### src/rtl/fir_coeff_ctrl.sv
// Run-time coefficient controller for the 9-tap FIR.
// Holds a shadow coefficient bank loaded one tap at a time through the config
// port, swaps it into the active bank at a sample gap (or after a bounded
// wait), and masks the FIR output strobe while mixed-coefficient results drain.
module fir_coeff_ctrl #(
  parameter int NTAPS    = 9,
  parameter int CW       = 16,
  parameter int PIPE_LAT = 6,
  parameter int MAX_WAIT = 16,
  parameter logic [NTAPS*CW-1:0] DEFAULT_COEFF = {
    16'h04F6, 16'h0AE4, 16'h1089, 16'h1496, 16'h160F,
    16'h1496, 16'h1089, 16'h0AE4, 16'h04F6
  }
) (
  input  logic                CLK,
  input  logic                RST_N,
  input  logic                in_valid,
  input  logic                cfg_wr_en,
  input  logic [3:0]          cfg_wr_addr,
  input  logic [CW-1:0]       cfg_wr_data,
  input  logic                cfg_commit,
  output logic [NTAPS*CW-1:0] coeff_flat,
  output logic                coeff_swap,
  output logic                out_valid,
  output logic                cfg_busy,
  output logic                cfg_err
);

  localparam int WCW = (MAX_WAIT > 1) ? $clog2(MAX_WAIT) : 1;
  localparam int FCW = (PIPE_LAT > 1) ? $clog2(PIPE_LAT) : 1;

  typedef enum logic [1:0] {
    S_IDLE,
    S_ARMED,
    S_FLUSH
  } state_t;

  state_t              state_q;
  logic [CW-1:0]       shadow_q [NTAPS];
  logic [CW-1:0]       active_q [NTAPS];
  logic [PIPE_LAT-1:0] vpipe_q;
  logic [PIPE_LAT-1:0] vpipe_d;
  logic [WCW-1:0]      wait_cnt_q;
  logic [FCW-1:0]      flush_cnt_q;
  logic                swap_q;
  logic                err_q;
  logic                err_d;

  logic busy;
  logic addr_bad;
  logic wr_ok;
  logic commit_ok;
  logic swap_now;

  // Request decode: a rejected cycle applies neither its write nor its commit.
  always_comb begin
    busy      = (state_q != S_IDLE);
    addr_bad  = cfg_wr_en && (cfg_wr_addr >= 4'(NTAPS));
    err_d     = (cfg_wr_en && busy) || (cfg_commit && busy) || addr_bad;
    wr_ok     = cfg_wr_en && !err_d;
    commit_ok = cfg_commit && !err_d;
    swap_now  = (state_q == S_ARMED) &&
                (!in_valid || (wait_cnt_q == WCW'(MAX_WAIT - 1)));
    // Valid pipe is emptied on the swap edge so mixed-bank results are never flagged.
    vpipe_d   = swap_now ? '0 : {vpipe_q[PIPE_LAT-2:0], in_valid};
  end

  // Bank storage, valid pipe and commit/flush sequencing.
  always_ff @(posedge CLK or negedge RST_N) begin
    if (!RST_N) begin
      state_q     <= S_IDLE;
      vpipe_q     <= '0;
      wait_cnt_q  <= '0;
      flush_cnt_q <= '0;
      swap_q      <= 1'b0;
      err_q       <= 1'b0;
      for (int unsigned k = 0; k < NTAPS; k++) begin
        shadow_q[k] <= DEFAULT_COEFF[k*CW +: CW];
        active_q[k] <= DEFAULT_COEFF[k*CW +: CW];
      end
    end else begin
      err_q   <= err_d;
      swap_q  <= swap_now;
      vpipe_q <= vpipe_d;
      if (wr_ok) begin
        shadow_q[cfg_wr_addr] <= cfg_wr_data;
      end
      case (state_q)
        S_IDLE: begin
          if (commit_ok) begin
            state_q    <= S_ARMED;
            wait_cnt_q <= '0;
          end
        end
        S_ARMED: begin
          if (swap_now) begin
            for (int unsigned k = 0; k < NTAPS; k++) begin
              active_q[k] <= shadow_q[k];
            end
            flush_cnt_q <= FCW'(PIPE_LAT - 1);
            state_q     <= S_FLUSH;
          end else begin
            wait_cnt_q <= wait_cnt_q + 1'b1;
          end
        end
        S_FLUSH: begin
          if (flush_cnt_q == '0) begin
            state_q <= S_IDLE;
          end else begin
            flush_cnt_q <= flush_cnt_q - 1'b1;
          end
        end
        default: state_q <= S_IDLE;
      endcase
    end
  end

  // Flatten the active bank onto the FIR coefficient bus.
  always_comb begin
    coeff_flat = '0;
    for (int unsigned k = 0; k < NTAPS; k++) begin
      coeff_flat[k*CW +: CW] = active_q[k];
    end
  end

  assign coeff_swap = swap_q;
  assign cfg_err    = err_q;
  assign cfg_busy   = busy;
  assign out_valid  = vpipe_q[PIPE_LAT-1] && (state_q != S_FLUSH);

endmodule

### config.mk
export PLATFORM = sky130hd
export DESIGN_NAME = fir_coeff_ctrl
export DESIGN_NICKNAME = d
export VERILOG_FILES = /design/src/rtl/fir_coeff_ctrl.sv
export SDC_FILE = /design/constraint.sdc
export NUM_CORES = 1
export LEC_CHECK = 0
export BUFFER_PORTS_ARGS = -buffer_cell sky130_fd_sc_hd__buf_2
export CAP_MARGIN = 10
export CELL_PAD_IN_SITES_DETAIL_PLACEMENT = 0
export CELL_PAD_IN_SITES_GLOBAL_PLACEMENT = 2
export CORE_ASPECT_RATIO = 0.7
export CORE_MARGIN = 1
export CORE_UTILIZATION = 30
export CTS_CLUSTER_DIAMETER = 150
export DETAILED_ROUTE_END_ITERATION = 16
export GPL_ROUTABILITY_DRIVEN = 0
export PLACE_DENSITY = 0.66
export RECOVER_POWER = 100
export SETUP_SLACK_MARGIN = 0.05
export SYNTH_ARGS = -nofsm -noshare
export SYNTH_HDL_FRONTEND = slang
export SYNTH_SLANG_ARGS = --single-unit
### constraint.sdc
create_clock -name CLK -period 2.3 [get_ports CLK]
set_input_delay 0.345 -clock CLK [delete_from_list [all_inputs] [get_ports CLK]]
set_output_delay 0.345 -clock CLK [all_outputs]
set_load 0.03 [all_outputs]
### Yosys cells after proc, flatten, opt, wreduce, memory -nomap -nowiden

Cells that the tools add are included.

* $add $sub $neg: 2
* order comparisons: 3
* equality and inequality tests: 9
* muxes and demuxes: 14
* bitwise gates (word level): 1
* reduce and logical (&&, ||, !) cells: 22

Operators by type and width (number)
* bitwise mux 144 bit: 1
* demux 16 bit (select 4 bit): 1
* 2-to-1 mux 16 bit: 1
* inequality test 2 bit, second input constant: 6
* AND reduction 3 bit: 3
* logical AND 1 bit: 8
* 2-to-1 mux 4 bit: 2
* one-hot mux 4 bit (2 select lines): 1
* 2-to-1 mux 2 bit: 3
* 2-to-1 mux 3 bit: 2
* 2-to-1 mux 6 bit: 1
* one-hot mux 2 bit (3 select lines): 1
* one-hot mux 3 bit (2 select lines): 1
* nonzero test 2 bit: 3
* greater-or-equal comparator 5 bit, second input constant: 1
* less-than comparator 5 x 1 -> 1 bit, second input constant: 1
* NOT 4 -> 5 bit: 1
* adder 4 x 1 -> 4 bit, second input constant: 1
* equality test 4 bit, second input constant: 1
* greater-or-equal comparator 4 bit, second input constant: 1
* zero test 3 bit: 1
* logical OR 1 bit: 3
* subtractor 3 x 1 -> 3 bit, second input constant: 1
* equality test 2 x 1 -> 1 bit, second input constant: 1
* 4 further kinds: 5

* flip-flop bits (word level): 305
* input bits: 25
* output and inout port bits: 148
* logic and storage cells: 75

### Longest topological paths before layout

* word-level depth: 8
* depth in mapped cells: 8
* depth with buffers taken out: 6

### Least setup slack after synthesis

No wires, ideal clock.

* path kind: reg2reg
* start: register state_q[1]
* end: register shadow_q[120] (netlist bit)
* arrival time: 1.816 ns
* setup slack: 0.359 ns
* stages on the path, launching flop included: 7
* path buffers: 3
* period minus slack after synthesis: 1.941 ns
* path through: dfrtp_1 -> buf_6 -> o22a_4 -> or4b_4 -> buf_6 -> buf_12 -> mux2_4

* cells in the longest elaborated chain, start to end: 6
* elaborated cells on any way between the ends: 7
* those cells by class: reduce/logical (7)

Ends and longest elaborated chain
* start: declaration: RTL line 38 `state_t state_q;`
* start signal: assignment: RTL line 71 `state_q <= S_IDLE;`
* start signal: assignment: RTL line 91 `state_q <= S_ARMED;`
* start signal: assignment: RTL line 101 `state_q <= S_FLUSH;`
* nonzero test 2 bit *: RTL line 57 `busy = (state_q != S_IDLE);`
* logical AND 1 bit: RTL line 59 `err_d = (cfg_wr_en && busy) || (cfg_commit && busy) || addr_bad;`
* logical OR 1 bit * (2 in a row): RTL line 59
* zero test 1 bit *: RTL line 60 `wr_ok = cfg_wr_en && !err_d;`
* logical AND 1 bit *: RTL line 60
* end signal: indexed assignment: RTL line 78 `shadow_q[k] <= DEFAULT_COEFF[k*CW +: CW];`
* end signal: indexed assignment: RTL line 86 `shadow_q[cfg_wr_addr] <= cfg_wr_data;`
* end: declaration: RTL line 39 `logic [CW-1:0] shadow_q [NTAPS];`

Mark *: on every way between the ends. The rest lies on a longest branch, timed or not.
A chain may end at the register's enable or synchronous reset.

### Worst setup path in the final report

* start: register state_q[1]
* end: register shadow_q[62] (netlist bit)

The elaborated chain is that of the path after synthesis.

==> results.py <==
metrics = {
    "power": {
        "ir_drop_mv": 0.6296,
        "p_per_area_mw_per_mm2": 1487,
        "power.leakage_uw": 0.006110,
    },
    "die": {
        "ioPinCount": 173,
        "die_x_um": 238.0,
        "rows": 60,
        "die_height_um": 167.2,
        "fp.coreArea_mm2": 0.03844,
        "initial_core_util_pct": 30.43,
        "dieArea_mm2": 0.03980,
    },
    "detailed_routing": {
        "drc_errors": 0,
        "vias_per_cell": 4.432,
        "drt-total-wl_um": 28760,
        "ant_nets": 0,
        "dr_total_vias": 6439,
        "initialDrtViolationCount": 299,
        "wl_per_cell_um": 19.79,
        "drtPass1Iterations": 6,
    },
    "timing": {
        "layout_min_cycle_time_ns": 2.045,
        "finalHoldViolations": 0,
        "tns_ns": 0,
        "skew_ns": 0.008296,
        "setup_ws_ns": 0.2548,
        "slew_viol_final": 0,
        "max_slew_margin_pct": 29.50,
        "setup_viol": 0,
        "max_freq_mhz": 489.0,
        "grt_setup_unrepaired": "no",
        "finalCritPeriodShare_pct": 88.92,
        "worst_pin_slew_ns": 1.058,
    },
    "yosys": {
        "synth_flop_cell": "dfrtp_1",
        "synth.most_common_cell": "mux2_2",
        "yosys.area.top_type": "dfrtp_1",
        "syn_avg_cell_area_um2": 16.90,
        "synth-seq-cells": 305,
        "yosysSeqAreaShare_pct": 66.38,
        "synthTopCellsByCount": "mux2_2 (278), dfrtp_1 (199), dfstp_2 (106)",
        "yosysWarnings": 0,
        "synth_edf_count": 0,
        "synth_nets": 720,
        "synthArstFlopShare_pct": 100.0,
        "syn_inst": 692,
        "yosys-top-cells-area": "dfrtp_1 (43%), mux2_2 (27%), dfstp_2 (24%)",
        "synth_area_mm2": 0.01170,
        "synth.distinct_cells": 39,
        "synth_top_cell_area_share_pct": 42.57,
    },
    "placement": {
        "place_ws_ns": 0.3323,
        "dpl.hpwl_um": 18280,
        "placement.io_buffers": 172,
    },
    "critical_path": {
        "crit_required_ns": 2.69,
        "critPathMaxStageDelay_ns": 0.53,
        "worstPathArrival_ns": 2.43,
        "critPathSlowestCell": "nor4_2",
        "crit_path_max_fanout": 16,
        "r2r_end": "shadow_q[62]",
        "reg2reg_from": "state_q[1]",
        "rr_worst_depth": 4,
        "cp-start-kind": "register",
        "critPathKind": "register to register",
        "path_cells": "o22a_1, nor4_2, buf_12, mux2_2",
        "r2r_slack_ns": 0.25,
        "cp-end-kind": "register",
    },
    "global_route": {
        "antenna_found_initial": 2,
        "grt_pass1_vias": 6743,
        "grt_max_degree": 82,
        "overflow": 0,
        "grt_pass1_wl_um": 44190,
        "grt_usage_pct": 14.85,
    },
    "clock_tree": {
        "clk_path_buf_depth": 3,
        "cts_setup_buffers": 0,
        "numCtsBuffers": 34,
        "cts_tree": "done",
        "path_clk_slew_ns": 0.06,
        "cts_root_buffer": "clkbuf_16",
        "postCtsResizedCells": 0,
        "clock-sinks": 305,
        "insertion_delay_ns": 0.52,
        "ctsHtreeMaxLevel": 2,
    },
    "run_status": {
        "status": "completed",
    },
    "final_layout": {
        "fillers": 3775,
        "drive_above_1_share_pct": 52.55,
        "multi_input_area_mm2": 0.003695,
        "regArea_mm2": 0.007765,
        "layout.nets": 923,
        "area_delta_synth_final_pct": 21.53,
    },
    "worst_hold_path": {
        "holdPathEnd": "vpipe_q[0]",
        "hold_class": "primary input to register",
        "holdPathStages": 2,
        "min-delay-start": "in_valid",
    },
    "job": {
        "cap_violations": 0,
    },
}
power by group:
| part | total [uW] | switching [uW] | internal, uW |
|---|---|---|---|
| Sequential | 9250 | 1170 | 8080 |
| Clock | 5650 | 2170 | 3480 |
| Combinational | 6240 | 3850 | 2390 |
what timing repair did:
action | CTS | global route
setup endpoints to repair | 0 | 0
hold buffers | 1 | 0
endpoints found under the hold margin | 26 | 0
flip-flops by register name (all words and copies together), names as in the netlist:
name,cells
coeff_flat,144
shadow_q,144
vpipe_q,6
wait_cnt_q,4
flush_cnt_q,3
state_q,2
cfg_err,1
coeff_swap,1
worst max path at each step:
stage / depth (start not counted) / to / from / slack, ns
after global placement: 3 / shadow_q[122] / state_q[1] / 0.36
final: 4 / shadow_q[62] / state_q[1] / 0.25
after detailed placement: 3 / shadow_q[126] / state_q[1] / 0.33
after global routing: 4 / shadow_q[72] / state_q[0] / 0.14
after CTS: 3 / shadow_q[124] / state_q[1] / 0.33
after floorplan: 6 / shadow_q[120] / state_q[1] / 0.36
worst max-delay path: cells and delay by family, from the launching register on:
kind | cells | cell delay [ns]
AO/OA/AOI/OAI | 1 | 0.34
buffers and inverters | 1 | 0.24
flip-flops | 1 | 0.46
multiplexers | 1 | 0.35
AND/OR/NAND/NOR | 1 | 0.53
placed cells by master (no fill, tap or decap), types with 2 or more instances in the layout:
| cell type | netlist | layout |
|---|---|---|
| ha_1 | 3 | 3 |
| clkbuf_1 | 7 | 168 |
| o22ai_1 | 3 | 3 |
| inv_1 | 7 | 6 |
| clkbuf_2 | 0 | 10 |
| clkbuf_16 | 0 | 37 |
| nor2_1 | 6 | 6 |
| buf_2 | 20 | 23 |
| dfstp_2 | 106 | 106 |
| nor3_4 | 0 | 2 |
| and2_0 | 0 | 3 |
| or3b_2 | 2 | 2 |
| buf_12 | 1 | 5 |
| mux2_2 | 278 | 278 |
| nor3b_1 | 2 | 2 |
| nand3_1 | 4 | 4 |
| nand2b_1 | 3 | 3 |
| nand3b_1 | 6 | 6 |
| and2_1 | 6 | 3 |
| clkbuf_8 | 0 | 6 |
| dfrtp_1 | 199 | 199 |
| mux2_1 | 0 | 10 |
| diode_2 | 0 | 5 |
| clkinv_2 | 0 | 4 |
| or3_1 | 2 | 2 |
| nand2_1 | 3 | 3 |
| bufinv_16 | 0 | 3 |
| o21ai_0 | 3 | 3 |
per-stage QoR:
step / power, uW / hold slack, ns / area, um2 / util, % / std cells
3_3_place_gp: 15930 / 0.3418 / 13370 / 34.79 / 1385
2_1_floorplan: 13870 / 0.04941 / 11700 / - / 692
4_1_cts: 21880 / 0.1125 / 14550 / 37.86 / 1448
6_report: 21140 / 0.1433 / 14220 / 36.99 / 1453
5_1_grt: 22360 / 0.1459 / 14200 / 36.95 / 1448
3_5_place_dp: 16060 / 0.3417 / 13370 / 34.79 / 1385
cells by family after synthesis:
| kind of cell | after synthesis | synth area share (%) |
|---|---|---|
| and+or+nand+nor | 42 | 2.471 |
| AOI/OAI and AO/OA | 16 | 1.048 |
| muxes | 288 | 28.05 |
| adders and majority gates | 3 | 0.3209 |
| buffers and inverters | 38 | 1.733 |
| DFF | 305 | 66.38 |
cell type report:
cell class                      count  area share [%]
Antenna cell                        5         0.08801
Clock buffer                       54           7.384
Clock inverter                      8          0.8361
Inverter                            7          0.2024
Multi-Input combinational cell    349           25.99
Sequential cell                   305           54.62
Tap cell                          527           4.638
Timing Repair Buffer              198           6.240
layer usage:
metal / track usage [%] / vias to the layer above / routed length [um]
li1: - / 2895 / -
met1: 21.85 / 3360 / 14420
met3: 4.187 / 41 / 1777
met4: 3.763 / 0 / 535
met5: 0 / - / 0
met2: 21.33 / 143 / 12030
No activity file was read; power rests on OpenSTA's default activity.
